$ cat src/rtl/pll_seq_pkg.sv
// Shared types and constants for the PLL lock sequencer.
package pll_seq_pkg;

    typedef enum logic [2:0] {
        RST_PLL   = 3'd0,
        WAIT_LOCK = 3'd1,
        STABLE    = 3'd2,
        RUN       = 3'd3,
        FAULT     = 3'd4
    } state_t;

    localparam int LOSS_CNT_W = 8;

    function automatic int max3(input int a, input int b, input int c);
        int m;
        m = (a > b) ? a : b;
        return (m > c) ? m : c;
    endfunction

endpackage

$ cat src/rtl/bit_sync.sv
// Two-flop synchroniser for a single asynchronous level; resets to 0.
module bit_sync (
    input  logic clk,
    input  logic rst_n,
    input  logic d,
    output logic q
);

    logic meta;

    always_ff @(posedge clk or negedge rst_n) begin
        if (!rst_n) begin
            meta <= 1'b0;
            q    <= 1'b0;
        end else begin
            meta <= d;
            q    <= meta;
        end
    end

endmodule

$ cat src/rtl/pll_lock_sequencer.sv
// Resets the PLL, qualifies LOCK as stable, releases sys_ready, and retries or
// faults when the PLL fails to lock. Runs on the free-running board clock.
module pll_lock_sequencer
    import pll_seq_pkg::*;
#(
    parameter int RST_CYCLES    = 16,
    parameter int LOCK_TIMEOUT  = 65536,
    parameter int STABLE_CYCLES = 1024,
    parameter int MAX_RETRIES   = 3,
    parameter int BYPASS        = 0
) (
    input  logic                  clock_in,
    input  logic                  reset_n,
    input  logic                  pll_locked,
    input  logic                  restart,
    output logic                  pll_rst,
    output logic                  sys_ready,
    output logic                  fault,
    output logic [2:0]            state_o,
    output logic [LOSS_CNT_W-1:0] lock_loss_count
);

    localparam int TIMER_MAX = max3(RST_CYCLES, LOCK_TIMEOUT, STABLE_CYCLES);
    localparam int TW        = $clog2(TIMER_MAX + 1);
    localparam int RW        = $clog2(MAX_RETRIES + 2);

    localparam logic [TW-1:0] RST_LAST     = TW'(RST_CYCLES - 1);
    localparam logic [TW-1:0] TIMEOUT_LAST = TW'(LOCK_TIMEOUT - 1);
    localparam logic [TW-1:0] STABLE_LAST  = TW'(STABLE_CYCLES - 1);
    localparam logic [RW-1:0] RETRY_LIMIT  = RW'(MAX_RETRIES);

    state_t                state, state_nxt;
    logic [TW-1:0]         timer, timer_nxt;
    logic [RW-1:0]         retries, retries_nxt;
    logic [LOSS_CNT_W-1:0] loss_cnt_nxt;
    logic                  lock_s;
    logic                  retry;

    bit_sync u_lock_sync (
        .clk   (clock_in),
        .rst_n (reset_n),
        .d     (pll_locked),
        .q     (lock_s)
    );

    always_comb begin
        state_nxt    = state;
        retries_nxt  = retries;
        loss_cnt_nxt = lock_loss_count;
        retry        = 1'b0;

        case (state)
            RST_PLL: begin
                if (timer == RST_LAST) state_nxt = WAIT_LOCK;
            end
            WAIT_LOCK: begin
                // A lock arriving on the timeout cycle still counts as a lock.
                if (lock_s)                     state_nxt = STABLE;
                else if (timer == TIMEOUT_LAST) retry = 1'b1;
            end
            STABLE: begin
                if (!lock_s) begin
                    retry = 1'b1;
                end else if (timer == STABLE_LAST) begin
                    state_nxt   = RUN;
                    retries_nxt = '0;
                end
            end
            RUN: begin
                if (!lock_s) begin
                    state_nxt = RST_PLL;
                    if (lock_loss_count != '1) loss_cnt_nxt = lock_loss_count + 1'b1;
                end
            end
            FAULT:   state_nxt = FAULT;
            default: state_nxt = RST_PLL;
        endcase

        if (retry) begin
            retries_nxt = retries + 1'b1;
            state_nxt   = (retries_nxt > RETRY_LIMIT) ? FAULT : RST_PLL;
        end

        // Restart overrides the transition but a lock drop seen in RUN stays counted.
        if (restart) begin
            state_nxt   = RST_PLL;
            retries_nxt = '0;
        end

        if (BYPASS != 0) begin
            state_nxt    = RUN;
            retries_nxt  = '0;
            loss_cnt_nxt = '0;
        end

        if (state_nxt != state || restart)
            timer_nxt = '0;
        else if (state == RST_PLL || state == WAIT_LOCK || state == STABLE)
            timer_nxt = timer + 1'b1;
        else
            timer_nxt = '0;
    end

    always_ff @(posedge clock_in or negedge reset_n) begin
        if (!reset_n) begin
            state           <= RST_PLL;
            timer           <= '0;
            retries         <= '0;
            lock_loss_count <= '0;
            pll_rst         <= 1'b1;
            sys_ready       <= 1'b0;
            fault           <= 1'b0;
        end else begin
            state           <= state_nxt;
            timer           <= timer_nxt;
            retries         <= retries_nxt;
            lock_loss_count <= loss_cnt_nxt;
            pll_rst         <= (state_nxt == RST_PLL) || (state_nxt == FAULT);
            sys_ready       <= (state_nxt == RUN);
            fault           <= (state_nxt == FAULT);
        end
    end

    assign state_o = state;

endmodule

$ cat config.mk
export PLATFORM = sky130hd
export DESIGN_NAME = pll_lock_sequencer
export DESIGN_NICKNAME = d
export VERILOG_FILES = /design/src/rtl/pll_seq_pkg.sv /design/src/rtl/bit_sync.sv /design/src/rtl/pll_lock_sequencer.sv
export SDC_FILE = /design/constraint.sdc
export NUM_CORES = 1
export LEC_CHECK = 0
export ABC_AREA = 1
export BUFFER_PORTS_ARGS = -buffer_cell sky130_fd_sc_hd__buf_2
export CAP_MARGIN = 5
export CELL_PAD_IN_SITES_DETAIL_PLACEMENT = 2
export CELL_PAD_IN_SITES_GLOBAL_PLACEMENT = 2
export CORE_UTILIZATION = 35
export CTS_BUF_LIST = sky130_fd_sc_hd__clkbuf_8
export CTS_CLUSTER_DIAMETER = 40
export CTS_CLUSTER_SIZE = 16
export DETAILED_ROUTE_END_ITERATION = 8
export GPL_TIMING_DRIVEN = 0
export PLACE_DENSITY = 0.73
export SLEW_MARGIN = 5
export SYNTH_ARGS = -nofsm -noshare
export SYNTH_HDL_FRONTEND = slang
export SYNTH_HIERARCHICAL = 1
export SYNTH_SLANG_ARGS = --single-unit
export TNS_END_PERCENT = 5
$ cat constraint.sdc
create_clock -name clock_in -period 3.12 [get_ports clock_in]
set_clock_uncertainty 0.15 [all_clocks]
set_input_delay 0.312 -clock clock_in [delete_from_list [all_inputs] [get_ports clock_in]]
set_output_delay 0.312 -clock clock_in [all_outputs]
set_load 0.01 [all_outputs]
==> impl_metrics.ini, run 1 <==
[status]
status = finished with violations
violations = hold timing

[logic_synthesis]
synthAdderAreaFrac_pct = 2.96
synth_area_in_xor_xnor_pct = 3.32
ys_ff_latch = 36
synthFlopType = sky130_fd_sc_hd__dfrtp_1
syn_inst = 239
synthTopCellsByArea = sky130_fd_sc_hd__dfrtp_1 41%, sky130_fd_sc_hd__nand2_1 6.4%, sky130_fd_sc_hd__nor2_4 6.4%, sky130_fd_sc_hd__nand3_1 5.7%, sky130_fd_sc_hd__nor2_1 5.7%
syn_nets = 248
post_synth_instance_area_um2 = 2110
synth_compound_gate_area_share_pct = 6.93
ys_async_sr_fraction_pct = 100
synth-warning-count = 6
synth_cell_type_count = 36
yosysSeqAreaShare_pct = 42.7
muxShareOfSynthArea_pct = 0
synth-edff-count = 0
post_synthesis_share_of_cell_area_spent_on_and_or_nand_and_nor_gates_pct = 35.4
synthDominantAreaCellType = sky130_fd_sc_hd__dfrtp_1
syn_avg_cell_area_um2 = 8.84
largest_family_of_logic_cells_by_synthesized_area = simple AND/OR/NAND/NOR gates
netlist.area_leader.share_pct = 41.5

[sta]
setup_ws_ns = 0.400
finalWorstPathRequiredPeriod_ns = 2.72
unrepaired_setup_endpoints_after_global_routing = false
hold_violations = 35
final_slew_viol_count = 0
fin_crit_sh_pct = 87.2
setup_violations = 0
fmax_mhz = 368
final.hold.worst_slack_ns = -0.0288
timing_worst_slew_pin_value_ns = 0.841
fin_setup_tns_ns = 0
timing.max_slew.rel_slack_pct = 44.0

[power]
leakage_dissipation_nw = 1.10
irDropWorstVdd_mv = 0.197
power_after_layout_mw = 0.916
cellPowerDensity_nw_per_um2 = 383

[layout]
final_cell_mix = 36 x sky130_fd_sc_hd__nand2_1, 35 x sky130_fd_sc_hd__dfrtp_1, 32 x sky130_fd_sc_hd__nor2_1
finalInstanceArea_um2 = 2390
multiInputGateArea_um2 = 1030
most_common_library_cell_in_the_layout_ignoring_fill_and_taps = sky130_fd_sc_hd__nand2_1
instances_no_fill = 337
fraction_of_layout_instances_using_a_drive_strength_above_1_pct = 23.8
num-fill-cells = 667
antenna_cells_inserted = 0
sequential_cell_area_um2 = 902
post-route-util_pct = 42.1
flow.area_growth_from_synthesis_pct = 13.2
num-nets-final = 273

[clock_network]
worstSkewPairLatency_ns = 0.29
tritoncts.num_buffers = 5
clock-sinks = 36
postCtsSetupBuffers = 0
cts_root_buf = sky130_fd_sc_hd__clkbuf_8
cts_tree = done
clock_path_buffers = 2
htreeDepth = 2
cts.reportedPaths.clkPinSlew_ns = 0.07

[place]
detailed_place.area_um2 = 2290
rd_place_congestion = 0.754
placedCellCount = 328
buffer_ports.inserted = 17
preCtsSetupSlack_ns = 0.371
dp_hpwl_um = 3850

[detailed_routing]
viasPerCell = 5.00
drt_drc_violations_left = 0
wire_per_inst_um = 15.5
vias = 1685
firstDrtPassIters = 4
drtIter0Drc = 71
drt.antenna.violating_nets = 0
drt_wl_total_um = 5230

[flow_run]
timing.max_cap.violations = 0

[grt]
initial_antenna_violation_count = 0
use_met2_pct = 32.0
grt_use_total_pct = 19.1
use_met3_pct = 3.77
busiest_layer = met2
first_pass_grt_wire_length_um = 9110
global_route_met1_utilization_pct = 24.3
grt_remaining_overflow = 0
vias_in_the_first_global_route = 1853
largest_net_degree_at_the_start_of_global_routing = 37

[floorplan]
die_width_um = 79.7
die_span_in_y_um = 79.7
start_util_pct = 37.2
number_of_rows_created_at_floorplan = 27
core-area_um2 = 5680
boundaryPins = 18
fp.dieArea_um2 = 6350

[critical_path]
crit_path_top_delay_cell = sky130_fd_sc_hd__dfrtp_1
timing.critical_path.slowest_cell_delay_ns = 0.37
reg2regPathDepth = 14
timing.rr.start = timer[0]
largest_delay_share_family_worst_path = simple AND/OR/NAND/NOR gates
reg2reg_to = timer[7]
critical_path_peak_fanout = 10
arrival_ns = 2.80
critPathBufInv = 1
timing.critical_path.cells = ha_1 -> nand2_2 -> nor2_2 -> and2_4 -> nand4_1 -> nor4_1 -> ha_1 -> nand4_1 -> nand3_1 -> nor2_4 -> nand3_1 -> nand3_4 -> buf_12 -> nor2_4
setup.worst_path.start_class = register
critical_path_class = reg -> reg
worstSetupStartpoint = timer[0]
reg2reg_setup_slack_ns = 0.40
worst-endpoint-required_ns = 3.20
endpoint_kind = register

[min_path]
worstHoldPathType = in -> async
what timing repair did:
| action | 4_1_cts | 5_1_grt |
|---|---|---|
| gates resized for setup | 0 | 0 |
| endpoints found under the hold margin | 1 | 0 |
| hold buffers | 1 | 0 |
report_power, final:
group | total (mW) | switching (mW) | internal [mW]
clock | 0.352 | 0.175 | 0.176
sequential | 0.483 | 0.00751 | 0.476
combinational | 0.0811 | 0.0534 | 0.0277
synthesized netlist by cell type, types with 3 or more instances:
cell,count
sky130_fd_sc_hd__nand2_1,36
sky130_fd_sc_hd__or2_2,3
sky130_fd_sc_hd__nor2_2,4
sky130_fd_sc_hd__xnor2_1,6
sky130_fd_sc_hd__nor2_1,32
sky130_fd_sc_hd__dfrtp_1,35
sky130_fd_sc_hd__buf_6,3
sky130_fd_sc_hd__o21ai_0,8
sky130_fd_sc_hd__nand3_1,24
sky130_fd_sc_hd__nand3_4,3
sky130_fd_sc_hd__ha_1,5
sky130_fd_sc_hd__nand4_1,8
sky130_fd_sc_hd__nor2_4,12
sky130_fd_sc_hd__nor3_1,5
sky130_fd_sc_hd__inv_1,27
layout make-up:
type / count / share of cell area, %
buffer: 5 / 2.77
clock buffer: 6 / 3.46
clock inverter: 2 / 0.419
inverter: 30 / 4.92
multi-input combinational: 168 / 42.9
sequential: 36 / 37.7
tap: 72 / 3.77
timing repair buffer: 18 / 3.98
logic make-up (layout without fill, tap and decap cells):
family / after synthesis / in the layout
AOI/OAI and AO/OA: 20 / 20
DFF: 36 / 36
adders and majority gates: 5 / 5
and+or+nand+nor: 135 / 135
buffers and inverters: 35 / 61
xor gates and xnor gates: 8 / 8
sequential cells by signal (all words and copies together), names as in the netlist:
name,cells
timer,17
lock_loss_count,8
retries,3
state_o,3
fault,1
pll_rst,1
sys_ready,1
u_lock_sync/meta,1
u_lock_sync/q,1
worst reg2reg max path: cells and delay by family (launching register included):
family,cells,cell delay [ns]
AND/OR/NAND/NOR,11,1.51
flip-flops,1,0.37
adder cells (fa/ha/maj),2,0.43
buffers and inverters,1,0.21
metal layers:
| layer | up-vias | wire, um |
|---|---|---|
| met3 | 8 | 113 |
| met4 | 0 | 72 |
| met1 | 839 | 2490 |
| met5 | - | 0 |
| li1 | 823 | - |
| met2 | 15 | 2550 |
how the worst max path moves through the flow:
stage | endpoint | slack (ns) | cells after the start
2_1_floorplan | timer[15] | 0.79 | 15
3_5_place_dp | timer[8] | 0.37 | 14
4_1_cts | timer[7] | 0.35 | 14
6_report | timer[7] | 0.40 | 14
5_1_grt | timer[7] | 0.1 | 14
3_3_place_gp | timer[14] | 0.40 | 14
Note: power is estimated with default switching activity, not from simulation.
==> run 2, diff against run 1 <==
--- a/config.mk
+++ b/config.mk
@@ -16,7 +16,7 @@
 export CTS_CLUSTER_SIZE = 16
 export DETAILED_ROUTE_END_ITERATION = 8
 export GPL_TIMING_DRIVEN = 0
-export PLACE_DENSITY = 0.73
+export PLACE_DENSITY = 0.77
 export SLEW_MARGIN = 5
 export SYNTH_ARGS = -nofsm -noshare
 export SYNTH_HDL_FRONTEND = slang
==> run 2 against run 1 <==
Compared with the run above: the run still ends with hold timing left; cell count unchanged; register-to-register slack worse by 0.09 ns; flip-flop and latch count unchanged; maximum frequency down 3.1%; critical path depth unchanged; combinational power up 0.6%; clock power up 65%; worst setup slack worse by 0.088 ns; non-clock buffer count unchanged; first-iteration DRC count down 15%; critical endpoint is now timer[8]; largest cell class unchanged.
==> impl_metrics.ini, run 2 (synthesized netlist as in run 1, its figures left out) <==
[status]
status = finished with violations
violations = hold timing

[floorplan]
fp.dieArea_um2 = 6350
number_of_rows_created_at_floorplan = 27
boundaryPins = 18
die_width_um = 79.7
core-area_um2 = 5680
die_span_in_y_um = 79.7
start_util_pct = 37.2

[detailed_routing]
firstDrtPassIters = 4
vias = 1696
drt.antenna.violating_nets = 0
drtIter0Drc = 60
drt_drc_violations_left = 0
drt_wl_total_um = 5400
wire_per_inst_um = 16.0
viasPerCell = 5.03

[critical_path]
timing.critical_path.slowest_cell_delay_ns = 0.37
worst-endpoint-required_ns = 3.20
reg2reg_to = timer[8]
largest_delay_share_family_worst_path = simple AND/OR/NAND/NOR gates
critical_path_peak_fanout = 10
arrival_ns = 2.89
setup.worst_path.start_class = register
critPathBufInv = 1
critical_path_class = reg -> reg
timing.critical_path.cells = ha_1 -> nand2_2 -> nor2_2 -> and2_4 -> nand4_1 -> nor4_1 -> ha_1 -> nand4_1 -> nand3_1 -> nor2_4 -> nand3_1 -> nand3_4 -> buf_12 -> nor2_4
timing.rr.start = timer[0]
endpoint_kind = register
crit_path_top_delay_cell = sky130_fd_sc_hd__dfrtp_1
reg2reg_setup_slack_ns = 0.31
reg2regPathDepth = 14

[grt]
initial_antenna_violation_count = 0
largest_net_degree_at_the_start_of_global_routing = 37
first_pass_grt_wire_length_um = 9210
grt_use_total_pct = 19.1
grt_remaining_overflow = 0
vias_in_the_first_global_route = 1881

[layout]
flow.area_growth_from_synthesis_pct = 16.3
top_register = timer
fraction_of_layout_instances_using_a_drive_strength_above_1_pct = 23.8
sequential_cell_area_um2 = 902
num-fill-cells = 637
top_regs = timer: 17 flops, lock_loss_count: 8 flops
number_of_flip_flops_under_the_largest_register_name = 17
multiInputGateArea_um2 = 1030
num-nets-final = 273
final_cell_mix = 36 x sky130_fd_sc_hd__nand2_1, 35 x sky130_fd_sc_hd__dfrtp_1, 32 x sky130_fd_sc_hd__nor2_1
most_common_library_cell_in_the_layout_ignoring_fill_and_taps = sky130_fd_sc_hd__nand2_1
antenna_cells_inserted = 0

[sta]
fmax_mhz = 356
unrepaired_setup_endpoints_after_global_routing = false
final.hold.worst_slack_ns = -0.0282
setup_violations = 0
timing_worst_slew_pin_value_ns = 0.846
fin_setup_tns_ns = 0
final_slew_viol_count = 0
finalWorstPathRequiredPeriod_ns = 2.81
hold_violations = 35
timing.max_slew.rel_slack_pct = 43.6
fin_crit_sh_pct = 90.0

[clock_network]
cts_tree = done
postCtsSetupBuffers = 0
cts.reportedPaths.clkPinSlew_ns = 0.08
cts_root_buf = sky130_fd_sc_hd__clkbuf_8
clock_path_buffers = 2
htreeDepth = 2
worstSkewPairLatency_ns = 0.29
holdBufCountCts = 1
tritoncts.num_buffers = 5
clock-sinks = 36
cts.repair.resized = 0

[place]
dp_hpwl_um = 3920
rd_place_congestion = 0.727
buffer_ports.inserted = 17

[power]
power_after_layout_mw = 1.15
cellPowerDensity_nw_per_um2 = 467
leakage_dissipation_nw = 1.13
irDropWorstVdd_mv = 0.206

[min_path]
worstHoldPathType = in -> async

[flow_run]
timing.max_cap.violations = 0
==> run 2: how the worst max path moves through the flow <==
stage | end | cells after the start | startpoint | slack (ns)
finish | timer[8] | 14 | timer[0] | 0.31
global route | timer[15] | 14 | timer[0] | 0.09
CTS | timer[8] | 14 | timer[0] | 0.26
detailed placement | timer[8] | 14 | timer[0] | 0.34
global placement | timer[15] | 14 | timer[0] | 0.41
floorplan | timer[15] | 15 | timer[0] | 0.79
==> run 2: report_power, final <==
part,internal [mW],leakage (nW),total (mW),switching [mW]
clock,0.400,0.0784,0.582,0.182
combinational,0.0276,0.558,0.0816,0.0540
sequential,0.475,0.492,0.483,0.00757
==> run 2: area by class of cell <==
class,instances,area share (%)
timing repair buffer,18,3.87
tap,72,3.67
multi-input combinational,168,41.8
clock buffer,5,2.80
clock inverter,3,3.67
inverter,30,4.79
sequential,36,36.7
buffer,5,2.70
==> run 2: metrics by stage <==
stage	cells	worst slack, ns	instance area (um^2)	utilization [%]
finish	337	0.312	2460	43.3
floorplan	239	0.791	2110	-
detailed placement	328	0.339	2290	40.3
global route	337	0.0864	2460	43.3
global placement	328	0.408	2290	40.3
CTS	337	0.259	2460	43.3
==> run 2: metal layers <==
layer / routed length (um) / part of all wire, % / vias up / GRT usage, %
met5: 0 / 0 / - / 0
met4: 79 / 1.5 / 0 / 5.64
met3: 107 / 2.0 / 7 / 3.43
met2: 2670 / 49 / 17 / 32.4
met1: 2540 / 47 / 850 / 24.7
li1: - / - / 822 / -
==> run 3, diff against run 2 <==
--- a/config.mk
+++ b/config.mk
@@ -13,13 +13,13 @@
 export CORE_UTILIZATION = 35
 export CTS_BUF_LIST = sky130_fd_sc_hd__clkbuf_8
 export CTS_CLUSTER_DIAMETER = 40
-export CTS_CLUSTER_SIZE = 16
+export CTS_CLUSTER_SIZE = 40
 export DETAILED_ROUTE_END_ITERATION = 8
 export GPL_TIMING_DRIVEN = 0
-export PLACE_DENSITY = 0.77
+export HOLD_SLACK_MARGIN = 0.15
+export PLACE_DENSITY = 0.8
 export SLEW_MARGIN = 5
 export SYNTH_ARGS = -nofsm -noshare
 export SYNTH_HDL_FRONTEND = slang
-export SYNTH_HIERARCHICAL = 1
 export SYNTH_SLANG_ARGS = --single-unit
 export TNS_END_PERCENT = 5
==> run 3 against run 2 <==
Compared with the run above: the flow now finishes without violations; maximum frequency fell by 3.7%; worst setup slack got worse by 0.11 ns; sequential share of layout area rose by 1.6 points; sequential power barely moved; global-route usage rose by 0.86 points; combinational power fell by 13%; largest cell class unchanged.
==> impl_metrics.ini, run 3 <==
[detailed_routing]
drt_drc_violations_left = 0
drt.antenna.violating_nets = 0
vias = 1741
wire_per_inst_um = 15.4
firstDrtPassIters = 3
viasPerCell = 4.96
drt_wl_total_um = 5420
drtIter0Drc = 53

[floorplan]
fp.dieArea_um2 = 6010
die_width_um = 77.5
start_util_pct = 36.3
boundaryPins = 18
number_of_rows_created_at_floorplan = 27
die_span_in_y_um = 77.5
core-area_um2 = 5510

[critical_path]
critical_path_peak_fanout = 10
arrival_ns = 2.95
worst-endpoint-required_ns = 3.15
critical_path_class = reg -> reg
setup.worst_path.start_class = register
endpoint_kind = register

[layout]
post-route-util_pct = 42.8
flow.area_growth_from_synthesis_pct = 18.0
final_cell_mix = 51 x sky130_fd_sc_hd__nand2_1, 36 x sky130_fd_sc_hd__nor2_1, 34 x sky130_fd_sc_hd__inv_1, 34 x sky130_fd_sc_hd__dfrtp_1, 18 x sky130_fd_sc_hd__buf_2
fraction_of_layout_instances_using_a_drive_strength_above_1_pct = 21.9
number_of_flip_flops_under_the_largest_register_name = 17
multiInputGateArea_um2 = 962
num-fill-cells = 634
sequential_cell_area_um2 = 903
top_register = timer
finalInstanceArea_um2 = 2360
num-nets-final = 287
antenna_cells_inserted = 0
most_common_library_cell_in_the_layout_ignoring_fill_and_taps = sky130_fd_sc_hd__nand2_1
top_regs = timer: 17 flops, lock_loss_count: 8 flops

[grt]
largest_net_degree_at_the_start_of_global_routing = 37
grt_remaining_overflow = 0
vias_in_the_first_global_route = 1938
first_pass_grt_wire_length_um = 9290
grt_use_total_pct = 20.0
initial_antenna_violation_count = 0

[sta]
setup_ws_ns = 0.205
fmax_mhz = 343
final.hold.worst_slack_ns = 0.203
setup_violations = 0
timing.max_slew.rel_slack_pct = 44.5
hold_violations = 0
final_slew_viol_count = 0
timing_worst_slew_pin_value_ns = 0.832
fin_crit_sh_pct = 93.4
finalWorstPathRequiredPeriod_ns = 2.92

[logic_synthesis]
synthTopCellsByArea = sky130_fd_sc_hd__dfrtp_1 44%, sky130_fd_sc_hd__nand2_1 9.8%, sky130_fd_sc_hd__nor2_1 6.8%, sky130_fd_sc_hd__inv_1 6.4%, sky130_fd_sc_hd__nor2_2 5.0%
synth_cell_type_count = 29
synthFlopType = sky130_fd_sc_hd__dfrtp_1
syn_nets = 259
synth_top_cells_by_count = 52 x sky130_fd_sc_hd__nand2_1, 36 x sky130_fd_sc_hd__nor2_1, 35 x sky130_fd_sc_hd__dfrtp_1, 34 x sky130_fd_sc_hd__inv_1, 17 x sky130_fd_sc_hd__nand3_1
ys_async_sr_fraction_pct = 100
post_synth_instance_area_um2 = 2000
syn_inst = 250
synth-warning-count = 0
yosysSeqAreaShare_pct = 45.2
dominant_cell_by_count_in_the_synthesized_netlist = sky130_fd_sc_hd__nand2_1
synthDominantAreaCellType = sky130_fd_sc_hd__dfrtp_1
ys_ff_latch = 36
netlist.area_leader.share_pct = 43.9
syn_avg_cell_area_um2 = 7.99
synth-edff-count = 0

[place]
preCtsSetupSlack_ns = -0.123
buffer_ports.inserted = 17
dp_hpwl_um = 3840
rd_place_congestion = 0.729
detailed_place.area_um2 = 2170

[flow_run]
timing.max_cap.violations = 0

[clock_network]
tritoncts.num_buffers = 5
clock-sinks = 36
cts_root_buf = sky130_fd_sc_hd__clkbuf_8
cts.reportedPaths.clkPinSlew_ns = 0.08
cts_tree = done
clock_path_buffers = 2
worstSkewPairLatency_ns = 0.29
htreeDepth = 2

[min_path]
worstHoldPathType = reg -> reg

[power]
irDropWorstVdd_mv = 0.199
leakage_dissipation_nw = 1.12
cellPowerDensity_nw_per_um2 = 414

[status]
status = completed
-- run 3: cell types whose count changed after synthesis, sizes merged, moves of 3 or more --
| cell | previous run | this run |
|---|---|---|
| nand3 | 27 | 21 |
| nor3 | 5 | 2 |
| inv | 30 | 35 |
| nor2 | 48 | 52 |
| nand2 | 40 | 54 |
-- run 3: final cells by class --
class / instances / area share [%]
tap: 72 / 3.82
sequential: 36 / 38.3
inverter: 35 / 5.57
multi-input combinational: 176 / 40.8
clock buffer: 5 / 2.92
buffer: 3 / 1.54
timing repair buffer: 21 / 5.20
clock inverter: 3 / 1.80
-- run 3: through the flow --
step                TNS (ns)  total power, mW  instances
floorplan                  0            0.533        250
global placement      -0.194            0.558        339
detailed placement     -1.15            0.562        339
CTS                        0            0.991        350
global route         -0.0442             1.02        351
finish                     0            0.976        351
-- run 3: final timing paths --
| kind | cells after the start | startpoint | slack [ns] | to |
|---|---|---|---|---|
| max | 16 | timer[0] | 0.20 | timer[14] |
| min | 0 | u_lock_sync.meta | 0.20 | u_lock_sync.q |
| max reg2reg | 16 | timer[0] | 0.20 | timer[14] |
| min reg2reg | 0 | u_lock_sync.meta | 0.20 | u_lock_sync.q |
| max in group asynchronous | 2 | reset_n | 1.73 | timer[6] |
| min in group asynchronous | 2 | reset_n | 0.50 | state_o[1] |
-- run 3: timing repair --
| action | CTS | global route |
|---|---|---|
| hold endpoints to repair | 37 | 0 |
| gates resized for setup | 3 | 5 |
| setup buffers | 0 | 1 |
| setup endpoints to repair | 10 | 10 |
| hold buffers | 3 | 0 |
| pin swaps | 0 | 1 |
-- run 3: routing by layer --
layer	vias up	global-route usage, %	part of all wire (%)
met3	8	3.18	1.5
li1	847	-	-
met2	14	35.4	52
met4	0	6.42	1.2
met5	-	0	0
met1	872	24.6	45
-- run 3: logic make-up (layout without fill, tap and decap cells) --
logic type / count (synthesis) / count (layout) / share of synthesized area (%)
DFF: 36 / 36 / 45.2
AOI/OAI and AO/OA: 21 / 21 / 6.14
and+or+nand+nor: 142 / 142 / 33.6
adders and majority gates: 5 / 5 / 3.13
xor gates and xnor gates: 8 / 8 / 3.51
buffers and inverters: 38 / 67 / 8.40
-- run 3: worst max-delay path, cell delays in order (launching register included) --
cell and delay, ns:
sky130_fd_sc_hd__dfrtp_1 0.42, sky130_fd_sc_hd__ha_4 0.18, sky130_fd_sc_hd__nand3_2 0.13, sky130_fd_sc_hd__nor2_4 0.16, sky130_fd_sc_hd__nand2_1 0.12, sky130_fd_sc_hd__nor2_4 0.13, sky130_fd_sc_hd__nand2_1 0.11, sky130_fd_sc_hd__nor3_2 0.16
sky130_fd_sc_hd__ha_1 0.19, sky130_fd_sc_hd__nand4_1 0.20, sky130_fd_sc_hd__nand2_2 0.15, sky130_fd_sc_hd__nand3_2 0.08, sky130_fd_sc_hd__a21oi_1 0.19, sky130_fd_sc_hd__nor2_2 0.07, sky130_fd_sc_hd__nand2_4 0.14, sky130_fd_sc_hd__buf_12 0.16
sky130_fd_sc_hd__nor2_2 0.05
-- run 3: where the power goes --
part,internal (mW),switching (mW),total [mW],leakage [nW]
Clock,0.237,0.183,0.420,0.0541
Combinational,0.0259,0.0455,0.0714,0.578
Sequential,0.475,0.00921,0.485,0.490
